File: src/rtl/vec_lane_sequencer_pkg.sv
// Shared definitions for the vector lane sequencer: ALU encodings, lane count, FSM states.
// VEC_SEQ_MUL_EN adds the multiplier wait state.
package vec_pkg;

    localparam int unsigned VEC_LANES = 5;

    localparam logic [2:0] AluAdd = 3'b000;
    localparam logic [2:0] AluSub = 3'b001;
    localparam logic [2:0] AluAnd = 3'b010;
    localparam logic [2:0] AluOr  = 3'b011;
    localparam logic [2:0] AluXor = 3'b100;
    localparam logic [2:0] AluMul = 3'b110;

    typedef enum logic [1:0] {
        StIdle    = 2'd0,
        StIssue   = 2'd1,
`ifdef VEC_SEQ_MUL_EN
        StMulWait = 2'd2,
`endif
        StFinish  = 2'd3
    } seq_state_e;

endpackage

File: src/rtl/vec_lane_sequencer_if.sv
// Instruction, operand-read, multiplier and writeback signals of the lane sequencer.
// master = decode/regfile/multiplier side, slave = sequencer.
interface vec_lane_sequencer_if #(
    parameter int unsigned WIDTH = 32
) ();
    logic             start;
    logic             ready;
    logic [2:0]       vl;
    logic [2:0]       alu_ctrl;
    logic [2:0]       lane_idx;
    logic [WIDTH-1:0] op_a;
    logic [WIDTH-1:0] op_b;
    logic             mul_start;
    logic             mul_done;
    logic [WIDTH-1:0] mul_result;
    logic             wr_en;
    logic [2:0]       wr_lane;
    logic [WIDTH-1:0] wr_data;
    logic             done;
    logic [1:0]       vflags;

    modport master (
        output start, vl, alu_ctrl, op_a, op_b, mul_done, mul_result,
        input  ready, lane_idx, mul_start, wr_en, wr_lane, wr_data, done, vflags
    );

    modport slave (
        input  start, vl, alu_ctrl, op_a, op_b, mul_done, mul_result,
        output ready, lane_idx, mul_start, wr_en, wr_lane, wr_data, done, vflags
    );
endinterface

File: src/rtl/vec_lane_alu.sv
// Combinational single-lane add/sub/and/or/xor unit; any other code yields 0.
module vec_lane_alu
    import vec_pkg::*;
#(
    parameter int unsigned WIDTH = 32
) (
    input  logic [2:0]       ctrl,
    input  logic [WIDTH-1:0] a,
    input  logic [WIDTH-1:0] b,
    output logic [WIDTH-1:0] result
);
    logic [WIDTH-1:0] b_eff;

    always_comb begin
        // ctrl[0] selects subtract: a + ~b + 1
        b_eff = ctrl[0] ? ~b : b;
        case (ctrl)
            AluAdd, AluSub: result = a + b_eff + WIDTH'(ctrl[0]);
            AluAnd:         result = a & b;
            AluOr:          result = a | b;
            AluXor:         result = a ^ b;
            default:        result = '0;
        endcase
    end
endmodule

File: src/rtl/vec_lane_sequencer.sv
// Time-shared single-lane vector sequencer: one lane read, computed and written per cycle.
// VEC_SEQ_MUL_EN routes code 110 through the external multiplier handshake.
module vec_lane_sequencer
    import vec_pkg::*;
#(
    parameter int unsigned LANES = VEC_LANES,
    parameter int unsigned WIDTH = 32
) (
    input  logic                 clk,
    input  logic                 reset,
    vec_lane_sequencer_if.slave  bus
);
    seq_state_e       state_q, state_d;
    logic [2:0]       cnt_q, cnt_d;
    logic [2:0]       vl_q, vl_d;
    logic [2:0]       ctrl_q, ctrl_d;
    logic             wr_en_q, wr_en_d;
    logic [2:0]       wr_lane_q, wr_lane_d;
    logic [WIDTH-1:0] wr_data_q, wr_data_d;
    logic             all_zero_q, all_zero_d;
    logic             any_neg_q, any_neg_d;

    logic [WIDTH-1:0] alu_result;
    logic [2:0]       vl_clamped;
    logic             last_lane;
    logic             is_mul;

    vec_lane_alu #(
        .WIDTH (WIDTH)
    ) u_alu (
        .ctrl   (ctrl_q),
        .a      (bus.op_a),
        .b      (bus.op_b),
        .result (alu_result)
    );

    assign vl_clamped = (bus.vl > 3'(LANES)) ? 3'(LANES) : bus.vl;
    assign last_lane  = (cnt_q == vl_q - 3'd1);

`ifdef VEC_SEQ_MUL_EN
    assign is_mul = (ctrl_q == AluMul);
`else
    assign is_mul = 1'b0;
    logic unused_mul;
    assign unused_mul = ^{bus.mul_done, bus.mul_result};
`endif

    always_comb begin
        state_d       = state_q;
        cnt_d         = cnt_q;
        vl_d          = vl_q;
        ctrl_d        = ctrl_q;
        wr_en_d       = 1'b0;
        wr_lane_d     = wr_lane_q;
        wr_data_d     = wr_data_q;
        all_zero_d    = all_zero_q;
        any_neg_d     = any_neg_q;
        bus.ready     = 1'b0;
        bus.mul_start = 1'b0;
        bus.done      = 1'b0;
        bus.lane_idx  = '0;

        if (wr_en_q) begin
            all_zero_d = all_zero_q & (wr_data_q == '0);
            any_neg_d  = any_neg_q | wr_data_q[WIDTH-1];
        end

        unique case (state_q)
            StIdle: begin
                bus.ready = 1'b1;
                if (bus.start) begin
                    vl_d       = vl_clamped;
                    ctrl_d     = bus.alu_ctrl;
                    cnt_d      = '0;
                    all_zero_d = 1'b1;
                    any_neg_d  = 1'b0;
                    state_d    = (vl_clamped == '0) ? StFinish : StIssue;
                end
            end
            StIssue: begin
                bus.lane_idx = cnt_q;
                if (is_mul) begin
`ifdef VEC_SEQ_MUL_EN
                    bus.mul_start = 1'b1;
                    state_d       = StMulWait;
`endif
                end else begin
                    wr_en_d   = 1'b1;
                    wr_lane_d = cnt_q;
                    wr_data_d = alu_result;
                    cnt_d     = cnt_q + 3'd1;
                    if (last_lane) state_d = StFinish;
                end
            end
`ifdef VEC_SEQ_MUL_EN
            StMulWait: begin
                bus.lane_idx = cnt_q;
                if (bus.mul_done) begin
                    wr_en_d   = 1'b1;
                    wr_lane_d = cnt_q;
                    wr_data_d = bus.mul_result;
                    cnt_d     = cnt_q + 3'd1;
                    state_d   = last_lane ? StFinish : StIssue;
                end
            end
`endif
            StFinish: begin
                // Hold done until the last write has landed in the flags.
                if (!wr_en_q) begin
                    bus.done = 1'b1;
                    state_d  = StIdle;
                end
            end
            default: state_d = StIdle;
        endcase
    end

    always_ff @(posedge clk or negedge reset) begin
        if (!reset) begin
            state_q    <= StIdle;
            cnt_q      <= '0;
            vl_q       <= '0;
            ctrl_q     <= '0;
            wr_en_q    <= 1'b0;
            wr_lane_q  <= '0;
            wr_data_q  <= '0;
            all_zero_q <= 1'b1;
            any_neg_q  <= 1'b0;
        end else begin
            state_q    <= state_d;
            cnt_q      <= cnt_d;
            vl_q       <= vl_d;
            ctrl_q     <= ctrl_d;
            wr_en_q    <= wr_en_d;
            wr_lane_q  <= wr_lane_d;
            wr_data_q  <= wr_data_d;
            all_zero_q <= all_zero_d;
            any_neg_q  <= any_neg_d;
        end
    end

    assign bus.wr_en   = wr_en_q;
    assign bus.wr_lane = wr_lane_q;
    assign bus.wr_data = wr_data_q;
    assign bus.vflags  = {any_neg_q, all_zero_q};
endmodule

File: src/flat_wrapper.sv
// flat-port wrapper written by rule: the top's interface ports become plain ports
module vec_lane_sequencer_flat import vec_pkg::*;
#(
    parameter int unsigned LANES = VEC_LANES,
    parameter int unsigned WIDTH = 32
)
  (clk, reset, bus_start, bus_vl, bus_alu_ctrl, bus_op_a, bus_op_b, bus_mul_done, bus_mul_result, bus_ready, bus_lane_idx, bus_mul_start, bus_wr_en, bus_wr_lane, bus_wr_data, bus_done, bus_vflags);
  vec_lane_sequencer_if #(.WIDTH(WIDTH)) bus_i ();
  input  logic clk;
  input  logic reset;
  input wire logic [$bits(bus_i.start)-1:0] bus_start;
  input wire logic [$bits(bus_i.vl)-1:0] bus_vl;
  input wire logic [$bits(bus_i.alu_ctrl)-1:0] bus_alu_ctrl;
  input wire logic [$bits(bus_i.op_a)-1:0] bus_op_a;
  input wire logic [$bits(bus_i.op_b)-1:0] bus_op_b;
  input wire logic [$bits(bus_i.mul_done)-1:0] bus_mul_done;
  input wire logic [$bits(bus_i.mul_result)-1:0] bus_mul_result;
  output wire logic [$bits(bus_i.ready)-1:0] bus_ready;
  output wire logic [$bits(bus_i.lane_idx)-1:0] bus_lane_idx;
  output wire logic [$bits(bus_i.mul_start)-1:0] bus_mul_start;
  output wire logic [$bits(bus_i.wr_en)-1:0] bus_wr_en;
  output wire logic [$bits(bus_i.wr_lane)-1:0] bus_wr_lane;
  output wire logic [$bits(bus_i.wr_data)-1:0] bus_wr_data;
  output wire logic [$bits(bus_i.done)-1:0] bus_done;
  output wire logic [$bits(bus_i.vflags)-1:0] bus_vflags;
  assign bus_i.start = bus_start;
  assign bus_i.vl = bus_vl;
  assign bus_i.alu_ctrl = bus_alu_ctrl;
  assign bus_i.op_a = bus_op_a;
  assign bus_i.op_b = bus_op_b;
  assign bus_i.mul_done = bus_mul_done;
  assign bus_i.mul_result = bus_mul_result;
  assign bus_ready = bus_i.ready;
  assign bus_lane_idx = bus_i.lane_idx;
  assign bus_mul_start = bus_i.mul_start;
  assign bus_wr_en = bus_i.wr_en;
  assign bus_wr_lane = bus_i.wr_lane;
  assign bus_wr_data = bus_i.wr_data;
  assign bus_done = bus_i.done;
  assign bus_vflags = bus_i.vflags;
  vec_lane_sequencer #(.LANES(LANES), .WIDTH(WIDTH)) u_core (.clk(clk), .reset(reset), .bus(bus_i));
endmodule
File: config.mk
export PLATFORM = sky130hd
export DESIGN_NAME = vec_lane_sequencer_flat
export DESIGN_NICKNAME = d
export VERILOG_FILES = /design/src/rtl/vec_lane_sequencer_pkg.sv /design/src/rtl/vec_lane_sequencer_if.sv /design/src/rtl/vec_lane_alu.sv /design/src/rtl/vec_lane_sequencer.sv /design/src/flat_wrapper.sv
export SDC_FILE = /design/constraint.sdc
export NUM_CORES = 1
export LEC_CHECK = 0
export ABC_CLOCK_PERIOD_IN_PS = 4210
export CORE_UTILIZATION = 30
export DETAILED_ROUTE_END_ITERATION = 12
export SLEW_MARGIN = 40
export SYNTH_ARGS = -nofsm -noshare
export SYNTH_HDL_FRONTEND = slang
export SYNTH_SLANG_ARGS = --single-unit
File: constraint.sdc
create_clock -name clk -period 4.21 [get_ports clk]
set_input_delay 0.842 -clock clk [delete_from_list [all_inputs] [get_ports clk]]
set_output_delay 0.842 -clock clk [all_outputs]
set_load 0.05 [all_outputs]
# Yosys cells after proc, flatten, opt, wreduce, memory -nomap -nowiden

Cells that the tools add are included.

Bits in registers: 49
Input bits: 106
Output and inout bits: 44

Add/sub/neg operators: 4
$lt $le $gt $ge: 1
Equality and inequality tests: 10
Mux-type cells: 21
Bitwise logic cells: 6
Reduce and logical (&&, ||, !) cells: 9

Operator list:

| kind                | count |
|---|---|
| $pmux 32 s4         | 1 |
| $add 32x1->32       | 1 |
| $add 32x32->32      | 1 |
| $and 32x32->32      | 1 |
| $logic_not 32->1    | 1 |
| $mux 32             | 1 |
| $not 32->32         | 1 |
| $or 32x32->32       | 1 |
| $xor 32x32->32      | 1 |
| $mux 1              | 10 |
| $mux 3              | 3 |
| $mux 2              | 4 |
| $eq 3x2->1 const B  | 2 |
| $logic_not 3->1     | 2 |
| $pmux 2 s3          | 1 |
| $pmux 3 s2          | 1 |
| $ne 2x2->1 const B  | 2 |
| $reduce_and 2->1    | 2 |
| $add 3x1->3 const B | 1 |
| $eq 3x1->1 const B  | 1 |
| $eq 3x3->1          | 1 |
| $eq 3x3->1 const B  | 1 |
| $gt 3x3->1 const B  | 1 |
| $reduce_and 3->1    | 1 |
| 9 further kinds     | 9 |

# Logic depth before layout (Yosys ltp)

Word-level depth: 6
Mapped depth: 14

# Cells and area by module

A second synthesis with hierarchy kept.

Cells, all modules: 783
Area, all modules: 5964.5 µm²

By module, submodules not included:

| module             | times used | cells an instance | area an instance (µm²) |
|---|---|---|---|
| vec_lane_alu       | 1          | 567               | 3907.5 |
| vec_lane_sequencer | 1          | 216               | 2057.0 |

# Least setup slack after synthesis

No wires, ideal clock.

Kind: register to register
From: register u_core.ctrl_q[0]
To: register u_core.wr_data_q[25], in the netlist u_core.bus.wr_data[25]
Arrival time: 3.475 ns
Path slack: 0.609 ns
Cell stages (with the launch flop): 14
Period minus slack after synthesis: 3.601 ns
Cell sequence: dfrtp_1 > clkbuf_1 > clkbuf_1 > clkbuf_1 > xor2_1 > ha_1 > a21oi_1 > o221ai_2 > o21ai_0 > o21ai_2 > a211oi_1 > o31ai_1 > xnor2_1 > a221o_1

Longest elaborated chain between the ends: 4

Ends and longest elaborated chain:

| what                     | line                      | source |
|---|---|---|
| start: declaration       | vec_lane_sequencer.sv:16  | `logic [2:0] ctrl_q, ctrl_d;` |
| start signal: assignment | vec_lane_sequencer.sv:133 | `ctrl_q <= ctrl_d;` |
| $mux 32                  | vec_lane_alu.sv:16        | `b_eff = ctrl[0] ? ~b : b;` |
| $add 32x32->32           | vec_lane_alu.sv:18        | `AluAdd, AluSub: result = a + b_eff + WIDTH'(ctrl[0]);` |
| $add 32x1->32            | vec_lane_alu.sv:18        |  |
| $pmux 32 s4 *            | vec_lane_alu.sv:17        | `case (ctrl)` |
| end signal: assignment   | vec_lane_sequencer.sv:136 | `wr_data_q <= wr_data_d;` |
| end: declaration         | vec_lane_sequencer.sv:19  | `logic [WIDTH-1:0] wr_data_q, wr_data_d;` |

Every way passes the cells marked *; elsewhere a longest branch is shown, timed or not.
A chain may end at the register's enable or synchronous reset.

# Worst setup path after layout

From: input bus_op_b[0]
To: register u_core.wr_data_q[26], in the netlist u_core.bus.wr_data[26]

Longest elaborated chain between the ends: 5

Ends and longest elaborated chain:

| what               | line               | source |
|---|---|---|
| start: declaration | flat_wrapper.sv:15 | `input wire logic [$bits(bus_i.op_b)-1:0] bus_op_b;` |
| $not 32->32        | vec_lane_alu.sv:16 |  |
| $mux 32 *          | vec_lane_alu.sv:16 |  |
| $add 32x32->32 *   | vec_lane_alu.sv:18 |  |
| $add 32x1->32 *    | vec_lane_alu.sv:18 |  |
| $pmux 32 s4 *      | vec_lane_alu.sv:17 |  |

Marks and branches as above.

==> run summary <==
Final core utilization - 39.4%
Synth cell count leaders - ha_1 (99), inv_1 (84), a21oi_1 (83)
Pleak - 3.43 nW
Crit path cell chain - clkdlybuf4s50_1 > mux2i_1 > inv_1 > fa_1 > a211oi_1 > o21a_1 > a211o_1 > a21oi_1 > nor3_1 > o221ai_1 > xnor2_1 > o21ai_0
Count of input and output buffers - 115
Hold Fails Final Rpt - 0
Clock sink total - 49
WP buf/inv - 2
Setup WS pre-CTS - 206 ps
Setup WS post-layout - 499 ps
Post-synthesis sequential area ratio - 21.1%
Clock Latency Late Sink - 310 ps
Share of the synthesized area in the top cell type - 21.3%
Worst Hold Class - register to register
Max-cap viol count - 0
Routed vias - 5,503
CP peak stage delay - 570 ps
Cell variety after synth - 53
Post-Syn Nets - 951
Clock-pin slew on the worst setup and hold paths - 70 ps
Total length of routed wires - 16,600 um
Max-slew violations - 0
CTS H-tree depth - 2
EDFF count, synth - 0
Antenna diodes - 0
Cells after DPL - 1,093
Crit end category - register
Core area - 18,800 um2
Final non-filler cell total - 1,102
Layout Skew - 6.80 ps
1st-pass router iterations - 6
Vias in the first global route - 5,240
Syn-to-layout area delta - 27.7%
Die Ht - 141 um
Min Hold Slack - 481 ps
Hold path depth - 1
Hold_buf cts - 0
CP Class - input pin to register
CP top delay family - compound AO/OA/AOI/OAI gates
I/O pin cnt - 150
CTS root buffer - clkbuf_16
Mapped Cells - 745
Routability cong. - 0.840
Crit path DAT - 3870 ps
Crit share post-route - 88.1%
Initial antenna violation count - 0
Drt drc - 0
Global-route wire length before repair - 26,700 um
Number of stages on the worst setup path - 12
Asr flop ratio synth - 100%
Worst slew pin tran - 726 ps
Maximum number of pins on one net before global-route repair - 57
Iter 0 DRT Violations - 301
DP HPWL - 12,700 um
RSZ-0062 raised after global routing - no
Cts repair resizes - 0
Status - completed
DR WL/cell - 15.1 um
Slew headroom - 51.5%
Final ANT Viol Nets - 0
Synth Warn # - 0
Core Rows - 50
Most common cell in the netlist - ha_1
Placed instance area - 7230 um2
Top_reg_cell synth - dfrtp_1
Fin area - 7420 um2
Tot Pwr - 5.56 mW
GRT Overall Usage - 16.9%
Top post-synthesis cells by area - ha_1 (21%), dfrtp_1 (21%), a21oi_1 (7.1%), xor2_1 (6.5%), inv_1 (5.4%)
Layout cells sized above 1 - 4.04%
Post-synthesis register bit count - 49
Clock buffer depth - 2
Die Span X - 141 um
Final min period - 3710 ps
Starting density of the core - 30.9%
Slowest cell on the critical path - clkdlybuf4s50_1
TNS Setup - 0 ps
Dominant cell type by area after synthesis - ha_1
Setup bufs post-CTS - 0
Syn avg cell area - 7.81 um2
Worst Setup Start Kind - input pin
CTS tree - built
Via density - 4.99
Worst Path Required - 4370 ps
Synth Cell Area - 5820 um2
Die area - 19,900 um2
Peak Freq - 0.269 GHz
Peak VDD IR - 0.276 mV
PwrDens - 749 nW/um2
Total CTS buffers - 5
Gr ovfl total - 0
Final setup vio count - 0
Worst Path Max Fanout - 4
R2R cell count - 10
Final nets - 1,047
-- area by class of cell --
class / instances / area, um2
fillers: 1949 / 11400
multi-input cells: 575 / 4140
repair buffers: 125 / 1260
flip-flops and latches: 49 / 1230
well taps: 260 / 325
inverters: 85 / 319
clock buffers: 7 / 153
clock inverters: 1 / 5.00
-- cell usage in the layout, fill, tap and decap left out, types with 8 or more instances in the layout --
master / n
nor2_1: 72
clkdlybuf4s50_1: 114
o21ai_0: 60
inv_1: 84
a21o_1: 15
a22oi_1: 20
ha_1: 99
xnor2_1: 20
a222oi_1: 8
xor2_1: 43
nand2_1: 45
buf_4: 9
dfrtp_1: 47
nor4_1: 9
nand4_1: 8
a21oi_1: 83
-- cell families after synthesis --
| kind of cell | share of synthesized area, % |
|---|---|
| mux | 1.81 |
| buf+inv | 8.00 |
| flops | 21.1 |
| xor+xnor | 9.49 |
| fa+ha+maj | 21.6 |
| compound gates | 25.0 |
| simple gates | 12.8 |
| other cells | 0.0645 |
-- metal layers --
layer / part of all wire (%) / global-route usage [%] / vias to the layer above
met4: 0.70 / 3.26 / 0
met1: 47 / 21.7 / 2600
met3: 3.4 / 2.31 / 6
li1: - / - / 2782
met5: 0 / 0 / -
met2: 49 / 30.0 / 115
-- worst register-to-register path: stages, from the launching register on --
cell and delay (ps):
dfrtp_4 850, xor2_1 160, ha_1 380, a21oi_1 240, o221ai_2 180, o21ai_0 330, o21ai_2 130, a211oi_1 430
o31ai_1 160, xnor2_1 150, a221o_1 310
-- flip-flops by register name (all words and copies together) (netlist names) --
| name | count |
|---|---|
| u_core.bus.wr_en | 1 |
| u_core.state_q | 2 |
| u_core.all_zero_q | 1 |
| u_core.cnt_q | 3 |
| u_core.vl_q | 3 |
| u_core.bus.wr_data | 32 |
| u_core.any_neg_q | 1 |
| u_core.ctrl_q | 3 |
| u_core.bus.wr_lane | 3 |
-- final timing paths --
path                                       start                endpoint  slack, ps
setup / recovery                     bus_op_b[0]  u_core.bus.wr_data[26]        500
hold / removal             u_core.bus.wr_lane[1]   u_core.bus.wr_lane[1]        480
setup reg to reg                u_core.ctrl_q[0]  u_core.bus.wr_data[25]        780
hold reg to reg            u_core.bus.wr_lane[1]   u_core.bus.wr_lane[1]        480
max in group asynchronous                  reset  u_core.bus.wr_data[25]       3090
min in group asynchronous                  reset          u_core.vl_q[0]        490
-- power by group --
part / internal [mW] / switching, mW / leakage, nW
Clock: 0.252 / 0.192 / 0.0799
Combinational: 1.62 / 2.51 / 2.73
Sequential: 0.686 / 0.306 / 0.619
(Power assumes the default switching activity.)
